**config.mk**
```make
export PLATFORM = sky130hd
export DESIGN_NAME = maze_pixel_renderer
export DESIGN_NICKNAME = d
export VERILOG_FILES = /design/src/rtl/maze_pkg.sv /design/src/rtl/mario_sprite_rom.sv /design/src/rtl/maze_pixel_renderer.sv
export SDC_FILE = /design/constraint.sdc
export NUM_CORES = 1
export LEC_CHECK = 0
export CORE_UTILIZATION = 45
export CTS_BUF_LIST = sky130_fd_sc_hd__clkbuf_16
export DETAILED_ROUTE_END_ITERATION = 7
export PLACE_DENSITY = 0.79
export SYNTH_ARGS = -nofsm -noshare
export SYNTH_HDL_FRONTEND = slang
export SYNTH_SLANG_ARGS = --single-unit
```
**constraint.sdc**
```tcl
create_clock -name clk -period 2.4 [get_ports clk]
set_input_delay 0.48 -clock clk [delete_from_list [all_inputs] [get_ports clk]]
set_output_delay 0.48 -clock clk [all_outputs]
set_load 0.01 [all_outputs]
```
**src/rtl/maze_pkg.sv**
```systemverilog
// Shared types and constants for the maze pixel renderer.
package maze_pkg;

    localparam int unsigned CELL_LOG2 = 4;
    localparam int unsigned MAZE_LOG2 = 4;
    // Width/height of the maze area in pixels.
    localparam int unsigned MAZE_SPAN = 1 << (CELL_LOG2 + MAZE_LOG2);
    // First blanking line; the player position is sampled at column 0 of it.
    localparam int unsigned LATCH_ROW = 480;

    typedef logic [11:0] rgb_t;

    typedef enum logic [1:0] {
        MapFloor = 2'b00,
        MapWall  = 2'b01,
        MapExit  = 2'b10,
        MapCoin  = 2'b11
    } map_code_t;

    localparam rgb_t DEF_BORDER_RGB  = 12'h333;
    localparam rgb_t DEF_FLOOR_RGB   = 12'h000;
    localparam rgb_t DEF_WALL_RGB    = 12'h00F;
    localparam rgb_t DEF_EXIT_RGB    = 12'h0F0;
    localparam rgb_t DEF_COIN_RGB    = 12'hFF0;
    localparam rgb_t TRANSPARENT_RGB = 12'h000;

endpackage

```
**src/rtl/mario_sprite_rom.sv**
```systemverilog
// 256x12 player sprite ROM, synchronous read with one cycle of latency.
// Address is {sub_y, sub_x}; 12'h000 marks a transparent pixel.
module mario_sprite_rom
    import maze_pkg::*;
(
    input  logic                     clk,
    input  logic                     rst,
    input  logic [2*CELL_LOG2-1:0]   i_addr,
    output rgb_t                     o_data
);

    localparam rgb_t HAT_RGB      = 12'hF00;
    localparam rgb_t SKIN_RGB     = 12'hFA7;
    localparam rgb_t EYE_RGB      = 12'h111;
    localparam rgb_t OVERALLS_RGB = 12'h22F;

    rgb_t data_d, data_q;

    // Sprite art: columns 3..12, rows 1..14 opaque; hat, face with two eyes, overalls.
    function automatic rgb_t sprite_pixel(input logic [3:0] sy, input logic [3:0] sx);
        rgb_t px;
        if (sx < 4'd3 || sx > 4'd12 || sy == 4'd0 || sy == 4'd15) begin
            px = TRANSPARENT_RGB;
        end else if (sy <= 4'd4) begin
            px = HAT_RGB;
        end else if (sy <= 4'd9) begin
            px = (sy == 4'd6 && (sx == 4'd6 || sx == 4'd9)) ? EYE_RGB : SKIN_RGB;
        end else begin
            px = OVERALLS_RGB;
        end
        return px;
    endfunction

    // ROM lookup for the current address.
    always_comb begin
        data_d = sprite_pixel(i_addr[2*CELL_LOG2-1:CELL_LOG2], i_addr[CELL_LOG2-1:0]);
    end

    // Registered read port.
    always_ff @(posedge clk or posedge rst) begin
        if (rst) begin
            data_q <= '0;
        end else begin
            data_q <= data_d;
        end
    end

    assign o_data = data_q;

endmodule

```
**src/rtl/maze_pixel_renderer.sv**
```systemverilog
// Maze pixel renderer: 3-stage pipeline turning the VGA timing stream into RGB.
// S1 decodes position, S2 waits for map RAM / sprite ROM, S3 registers the colour mux.
module maze_pixel_renderer
    import maze_pkg::*;
#(
    parameter int unsigned MAZE_X0    = 192,
    parameter int unsigned MAZE_Y0    = 112,
    parameter rgb_t        BORDER_RGB = DEF_BORDER_RGB,
    parameter rgb_t        FLOOR_RGB  = DEF_FLOOR_RGB,
    parameter rgb_t        WALL_RGB   = DEF_WALL_RGB,
    parameter rgb_t        EXIT_RGB   = DEF_EXIT_RGB,
    parameter rgb_t        COIN_RGB   = DEF_COIN_RGB
) (
    input  logic                     clk,
    input  logic                     rst,
    input  logic                     i_pix_valid,
    input  logic [9:0]               i_col,
    input  logic [9:0]               i_row,
    input  logic                     i_hsync,
    input  logic                     i_vsync,
    input  logic [MAZE_LOG2-1:0]     i_player_x,
    input  logic [MAZE_LOG2-1:0]     i_player_y,
    output logic [2*MAZE_LOG2-1:0]   o_map_addr,
    input  logic [1:0]               i_map_data,
    output logic [11:0]              o_rgb,
    output logic                     o_hsync,
    output logic                     o_vsync
);

    // Stage 1 registers
    logic                  s1_valid_d, s1_valid_q;
    logic                  s1_hs_d, s1_hs_q;
    logic                  s1_vs_d, s1_vs_q;
    logic                  s1_in_maze_d, s1_in_maze_q;
    logic [MAZE_LOG2-1:0]  s1_cell_x_d, s1_cell_x_q;
    logic [MAZE_LOG2-1:0]  s1_cell_y_d, s1_cell_y_q;
    logic [CELL_LOG2-1:0]  s1_sub_x_d, s1_sub_x_q;
    logic [CELL_LOG2-1:0]  s1_sub_y_d, s1_sub_y_q;

    // Player position latched once per frame
    logic [MAZE_LOG2-1:0]  player_x_d, player_x_q;
    logic [MAZE_LOG2-1:0]  player_y_d, player_y_q;

    // Stage 2 sideband registers
    logic                  s2_valid_d, s2_valid_q;
    logic                  s2_in_maze_d, s2_in_maze_q;
    logic                  s2_hs_d, s2_hs_q;
    logic                  s2_vs_d, s2_vs_q;
    logic                  s2_hit_d, s2_hit_q;

    // Stage 3 output registers
    rgb_t                  rgb_d, rgb_q;
    logic                  hsync_d, hsync_q;
    logic                  vsync_d, vsync_q;

    logic [9:0]            dx, dy;
    rgb_t                  sprite_rgb;

    mario_sprite_rom u_sprite_rom (
        .clk    (clk),
        .rst    (rst),
        .i_addr ({s1_sub_y_q, s1_sub_x_q}),
        .o_data (sprite_rgb)
    );

    assign o_map_addr = {s1_cell_y_q, s1_cell_x_q};

    // S1: offset into the maze; unsigned wrap makes left/above-maze pixels fail the range test.
    always_comb begin
        dx           = i_col - 10'(MAZE_X0);
        dy           = i_row - 10'(MAZE_Y0);
        s1_valid_d   = i_pix_valid;
        s1_hs_d      = i_hsync;
        s1_vs_d      = i_vsync;
        s1_in_maze_d = (dx < 10'(MAZE_SPAN)) && (dy < 10'(MAZE_SPAN));
        s1_cell_x_d  = dx[CELL_LOG2 +: MAZE_LOG2];
        s1_cell_y_d  = dy[CELL_LOG2 +: MAZE_LOG2];
        s1_sub_x_d   = dx[CELL_LOG2-1:0];
        s1_sub_y_d   = dy[CELL_LOG2-1:0];
    end

    // Player latch: only sampled at the start of vertical blanking to avoid tearing.
    always_comb begin
        player_x_d = player_x_q;
        player_y_d = player_y_q;
        if (i_row == 10'(LATCH_ROW) && i_col == 10'd0) begin
            player_x_d = i_player_x;
            player_y_d = i_player_y;
        end
    end

    // S2: carry sideband alongside the map RAM / sprite ROM read.
    always_comb begin
        s2_valid_d   = s1_valid_q;
        s2_in_maze_d = s1_in_maze_q;
        s2_hs_d      = s1_hs_q;
        s2_vs_d      = s1_vs_q;
        s2_hit_d     = (s1_cell_x_q == player_x_q) && (s1_cell_y_q == player_y_q);
    end

    // S3: colour priority mux; blanking forces black, syncs pass through.
    always_comb begin
        rgb_d   = '0;
        hsync_d = s2_hs_q;
        vsync_d = s2_vs_q;
        if (!s2_valid_q) begin
            rgb_d = '0;
        end else if (!s2_in_maze_q) begin
            rgb_d = BORDER_RGB;
        end else if (s2_hit_q && sprite_rgb != TRANSPARENT_RGB) begin
            rgb_d = sprite_rgb;
        end else begin
            unique case (map_code_t'(i_map_data))
                MapFloor: rgb_d = FLOOR_RGB;
                MapWall:  rgb_d = WALL_RGB;
                MapExit:  rgb_d = EXIT_RGB;
                MapCoin:  rgb_d = COIN_RGB;
                default:  rgb_d = FLOOR_RGB;
            endcase
        end
    end

    // Pipeline state; sync stages reset high so outputs are inactive during reset.
    always_ff @(posedge clk or posedge rst) begin
        if (rst) begin
            s1_valid_q   <= 1'b0;
            s1_hs_q      <= 1'b1;
            s1_vs_q      <= 1'b1;
            s1_in_maze_q <= 1'b0;
            s1_cell_x_q  <= '0;
            s1_cell_y_q  <= '0;
            s1_sub_x_q   <= '0;
            s1_sub_y_q   <= '0;
            player_x_q   <= '0;
            player_y_q   <= '0;
            s2_valid_q   <= 1'b0;
            s2_in_maze_q <= 1'b0;
            s2_hs_q      <= 1'b1;
            s2_vs_q      <= 1'b1;
            s2_hit_q     <= 1'b0;
            rgb_q        <= '0;
            hsync_q      <= 1'b1;
            vsync_q      <= 1'b1;
        end else begin
            s1_valid_q   <= s1_valid_d;
            s1_hs_q      <= s1_hs_d;
            s1_vs_q      <= s1_vs_d;
            s1_in_maze_q <= s1_in_maze_d;
            s1_cell_x_q  <= s1_cell_x_d;
            s1_cell_y_q  <= s1_cell_y_d;
            s1_sub_x_q   <= s1_sub_x_d;
            s1_sub_y_q   <= s1_sub_y_d;
            player_x_q   <= player_x_d;
            player_y_q   <= player_y_d;
            s2_valid_q   <= s2_valid_d;
            s2_in_maze_q <= s2_in_maze_d;
            s2_hs_q      <= s2_hs_d;
            s2_vs_q      <= s2_vs_d;
            s2_hit_q     <= s2_hit_d;
            rgb_q        <= rgb_d;
            hsync_q      <= hsync_d;
            vsync_q      <= vsync_d;
        end
    end

    assign o_rgb   = rgb_q;
    assign o_hsync = hsync_q;
    assign o_vsync = vsync_q;

endmodule
```
==> reports/summary.log <==
[status] outcome complete, no violations
[logic_synthesis] sequential area share after synthesis 65.9%
[drt] post-detailed-route DRC marker count 0
[worst_setup_path] number of cells on the worst reg-to-reg path 4
[cells_and_area] fraction of final layout cells with drive strength greater than 1 12.6%
[logic_synthesis] Post-Syn Area 2060 sq um
[clocking] TritonCTS sink count 54
[clocking] clock buffers created by TritonCTS 5
[power_and_ir_drop] worst IR drop on VDD 0.000315 V
[grt] number of antenna violations at the first check in global routing 0
[timing] final critical-path setup slack 0.268 ns
[timing] hold slack 0.348 ns
[grt] number of global-route vias before repair 1509
[logic_synthesis] number of register bits inferred by synthesis 54
[placed_design] PortBufs 56
[cells_and_area] Total Nets Final 260
[timing] Final Skew 0.00369 ns
[drt] per-cell routed wire length 14.0 microns
[floorplanning] total I/O pin count 57
[clocking] number of buffers inserted for hold repair after clock tree synthesis 0
[drt] number of optimization iterations in the first detailed-route pass 4
[floorplanning] area of the core 4380 sq um
[clocking] post-cts sizing count 0
[worst_setup_path] CP Data Required Time 2.57 ns
[grt] Global Route Usage Sum 17.8%
[worst_setup_path] kind of end point of the critical path flip-flop
[clocking] maximum buffer depth of the clock tree 2
[placed_design] Post-DP HPWL 2850 microns
[timing] number of endpoints failing setup at the final stage 0
[placed_design] final weighted congestion in routability-driven placement 0.794
[clocking] insertion delay to the later sink of the worst-skew pair 0.29 ns
[drt] vias per cell 5.14
[timing] top achievable clock speed 0.469 GHz
[grt] first-pass GRT wire length 6570 microns
[flow_run] Max Cap Violations 0
[worst_setup_path] arrival time at the worst endpoint 2.31 ns
[worst_setup_path] maximum fanout count along the critical path 8
[worst_hold_path] Hold WC Path Type reg2reg
[clocking] clock-pin slew reported for the worst setup and hold paths after clock tree synthesis 0.07 ns
[clocking] # H-tree levels 2
[logic_synthesis] number of standard cells after synthesis 157
[floorplanning] Initial Util 47.1%
[drt] routed vias 1408
[drt] wirelength, routed 3830 microns
[floorplanning] horizontal die dimension 69.7 microns
[clocking] # Post-CTS Setup Buffers 0
[timing] final count of pins violating max slew 0
[logic_synthesis] Syn Area/Cell 13.1 sq um
[cells_and_area] number of filler cells placed in the layout 359
[timing] Slew headroom 77.5%
[timing] setup repair after global routing missed its margin no
[timing] shortest clock period the worst path allows after layout 2.13 ns
[drt] count of routing violations after the opening detailed-route iteration 71
[cells_and_area] Design Area, Final 2890 sq um
[placed_design] cell area reported after detailed placement 2730 sq um
[grt] maximum number of pins on one net before global-route repair 55
[timing] hold violation total from the final report 0
[worst_hold_path] Cells on Worst Hold Path 0
[grt] global-route congestion overflow total 0
[power_and_ir_drop] power per cell area 682 nW/um^2
[cells_and_area] Antenna Cells 0
[logic_synthesis] yosys synthesis warning count 0
[worst_setup_path] category of the worst setup path launch point input port
[clocking] clock tree from TritonCTS built
[floorplanning] Cell Rows 24
[timing] final setup TNS 0 ns
[logic_synthesis] Netlist cell types 35
[clocking] root cell of the clock tree sky130_fd_sc_hd__clkbuf_16
[cells_and_area] layout overhead on the synthesized area 40.1%
[logic_synthesis] synthesized netlist net count 196
[timing] final critical-path share of the clock period 88.8%
[floorplanning] Total Die Area 4860 sq um
[power_and_ir_drop] static leakage 1.25 nW
[placed_design] pre-CTS setup slack -0.00290 ns
[timing] transition time at the pin with the least slew margin 0.334 ns
[floorplanning] DIE HEIGHT 69.7 microns
[worst_setup_path] start-to-end type of the worst setup path in2reg
[drt] count of antenna-violating nets left after detailed routing 0
registers in the layout, summed over array words and instances, names as in the netlist, 4 cells and up:
signal	count
s1_sub_x_q	4
player_x_q	4
player_y_q	4
s1_cell_y_q	4
s1_cell_x_q	4
u_sprite_rom.o_data	8
s1_sub_y_q	4
o_rgb	11
cell usage in the layout (no fill, tap or decap), types with 2 or more instances in the layout:
cell type,n
sky130_fd_sc_hd__xnor2_1,8
sky130_fd_sc_hd__xor2_1,3
sky130_fd_sc_hd__a21oi_1,6
sky130_fd_sc_hd__or4_1,2
sky130_fd_sc_hd__nand2b_1,2
sky130_fd_sc_hd__mux2_2,9
sky130_fd_sc_hd__dfrtp_1,48
sky130_fd_sc_hd__nor4bb_1,2
sky130_fd_sc_hd__nand3_1,5
sky130_fd_sc_hd__nand4_1,2
sky130_fd_sc_hd__nand2_1,15
sky130_fd_sc_hd__nor3b_1,5
sky130_fd_sc_hd__ha_1,4
sky130_fd_sc_hd__clkdlybuf4s50_1,56
sky130_fd_sc_hd__and2_1,2
sky130_fd_sc_hd__nor2_1,8
sky130_fd_sc_hd__nor3_1,2
sky130_fd_sc_hd__a31oi_1,4
sky130_fd_sc_hd__clkbuf_16,5
sky130_fd_sc_hd__buf_12,2
sky130_fd_sc_hd__inv_1,7
sky130_fd_sc_hd__dfstp_2,6
sky130_fd_sc_hd__nor4b_1,2
metal layers:
layer  vias to the layer above  track usage (%)  part of all wire, %
met2                        56             33.7                   55
met5                         -                0                    0
met4                         0             8.00                  2.0
met3                         7             4.22                  5.8
met1                       670             18.5                   38
li1                        675                -                    -
stage by stage:
stage               util [%]  total power [mW]  cells
finish                  66.0              1.97    274
global route            66.0              2.06    274
CTS                     66.0              1.99    274
detailed placement      62.2              1.20    266
global placement        62.2              1.20    266
floorplan                  -              1.07    157
power by group:
part	internal (mW)	switching (mW)	total (mW)
sequential	0.958	0.0279	0.986
clock	0.488	0.299	0.787
combinational	0.117	0.0823	0.200
worst max-delay path, cell delays in order:
cell and delay, ns:
sky130_fd_sc_hd__clkdlybuf4s50_1 0.42, sky130_fd_sc_hd__inv_1 0.09, sky130_fd_sc_hd__ha_1 0.14, sky130_fd_sc_hd__nor4b_1 0.27, sky130_fd_sc_hd__nand3_1 0.18, sky130_fd_sc_hd__nor3_4 0.24, sky130_fd_sc_hd__buf_12 0.15, sky130_fd_sc_hd__mux2_2 0.33
synthesized netlist by cell type, drive strengths merged:
master,n,area (sq um)
and4,1,8.76
mux2,9,101
or4,2,15.0
nor3,3,26.3
nor3b,5,37.5
o2111ai,1,8.76
o211ai,1,7.51
dfrtp,48,1200
a311oi,1,8.76
inv,7,26.3
nor4,1,6.26
o32a,1,10.0
and2,2,12.5
nand3,5,25.0
clkbuf,1,3.75
o21ai,2,10.0
nor2,8,30.0
buf,1,7.51
nand3b,1,7.51
nand2,15,56.3
a31oi,4,25.0
o21a,1,7.51
ha,4,50.1
nor4bb,2,20.0
a21oi,6,30.0
nand4,2,12.5
nor4b,3,32.5
nand2b,2,12.5
dfstp,6,158
xor2,3,26.3
a211o,1,8.76
xnor2,8,70.1
final timing paths:
check | endpoint | slack [ns] | start
max | player_y_q[0]$_DFFE_PP0P_ | 0.27 | i_col[6]
min | s2_in_maze_q$_DFF_PP0_ | 0.35 | s1_in_maze_q$_DFF_PP0_
max reg2reg | o_rgb[1]$_DFF_PP0_ | 0.83 | u_sprite_rom.o_data[7]$_DFF_PP0_
min reg2reg | s2_in_maze_q$_DFF_PP0_ | 0.35 | s1_in_maze_q$_DFF_PP0_
max in group asynchronous | o_vsync$_DFF_PP1_ | 1.57 | rst
min in group asynchronous | o_rgb[0]$_DFF_PP0_ | 0.55 | rst
cells by family after synthesis:
group                    Yosys count  share of synthesized area (%)
multiplexers                       9                           4.91
flip-flops                        54                           65.9
adder cells (fa/ha/maj)            4                           2.43
buffers and inverters              9                           1.82
AO/OA/AOI/OAI                     18                           5.64
XOR/XNOR                          11                           4.67
AND/OR/NAND/NOR                   52                           14.7
layout make-up:
cell class              count  area (sq um)  share of cell area [%]
flip-flops and latches     54          1360                    47.0
multi-input cells          94           667                    23.1
repair buffers             59           608                    21.0
clock buffers               5           125                    4.33
well taps                  52          65.1                    2.25
clock inverters             3          41.3                    1.43
inverters                   7          26.3                   0.909
(Power assumes the default switching activity.)
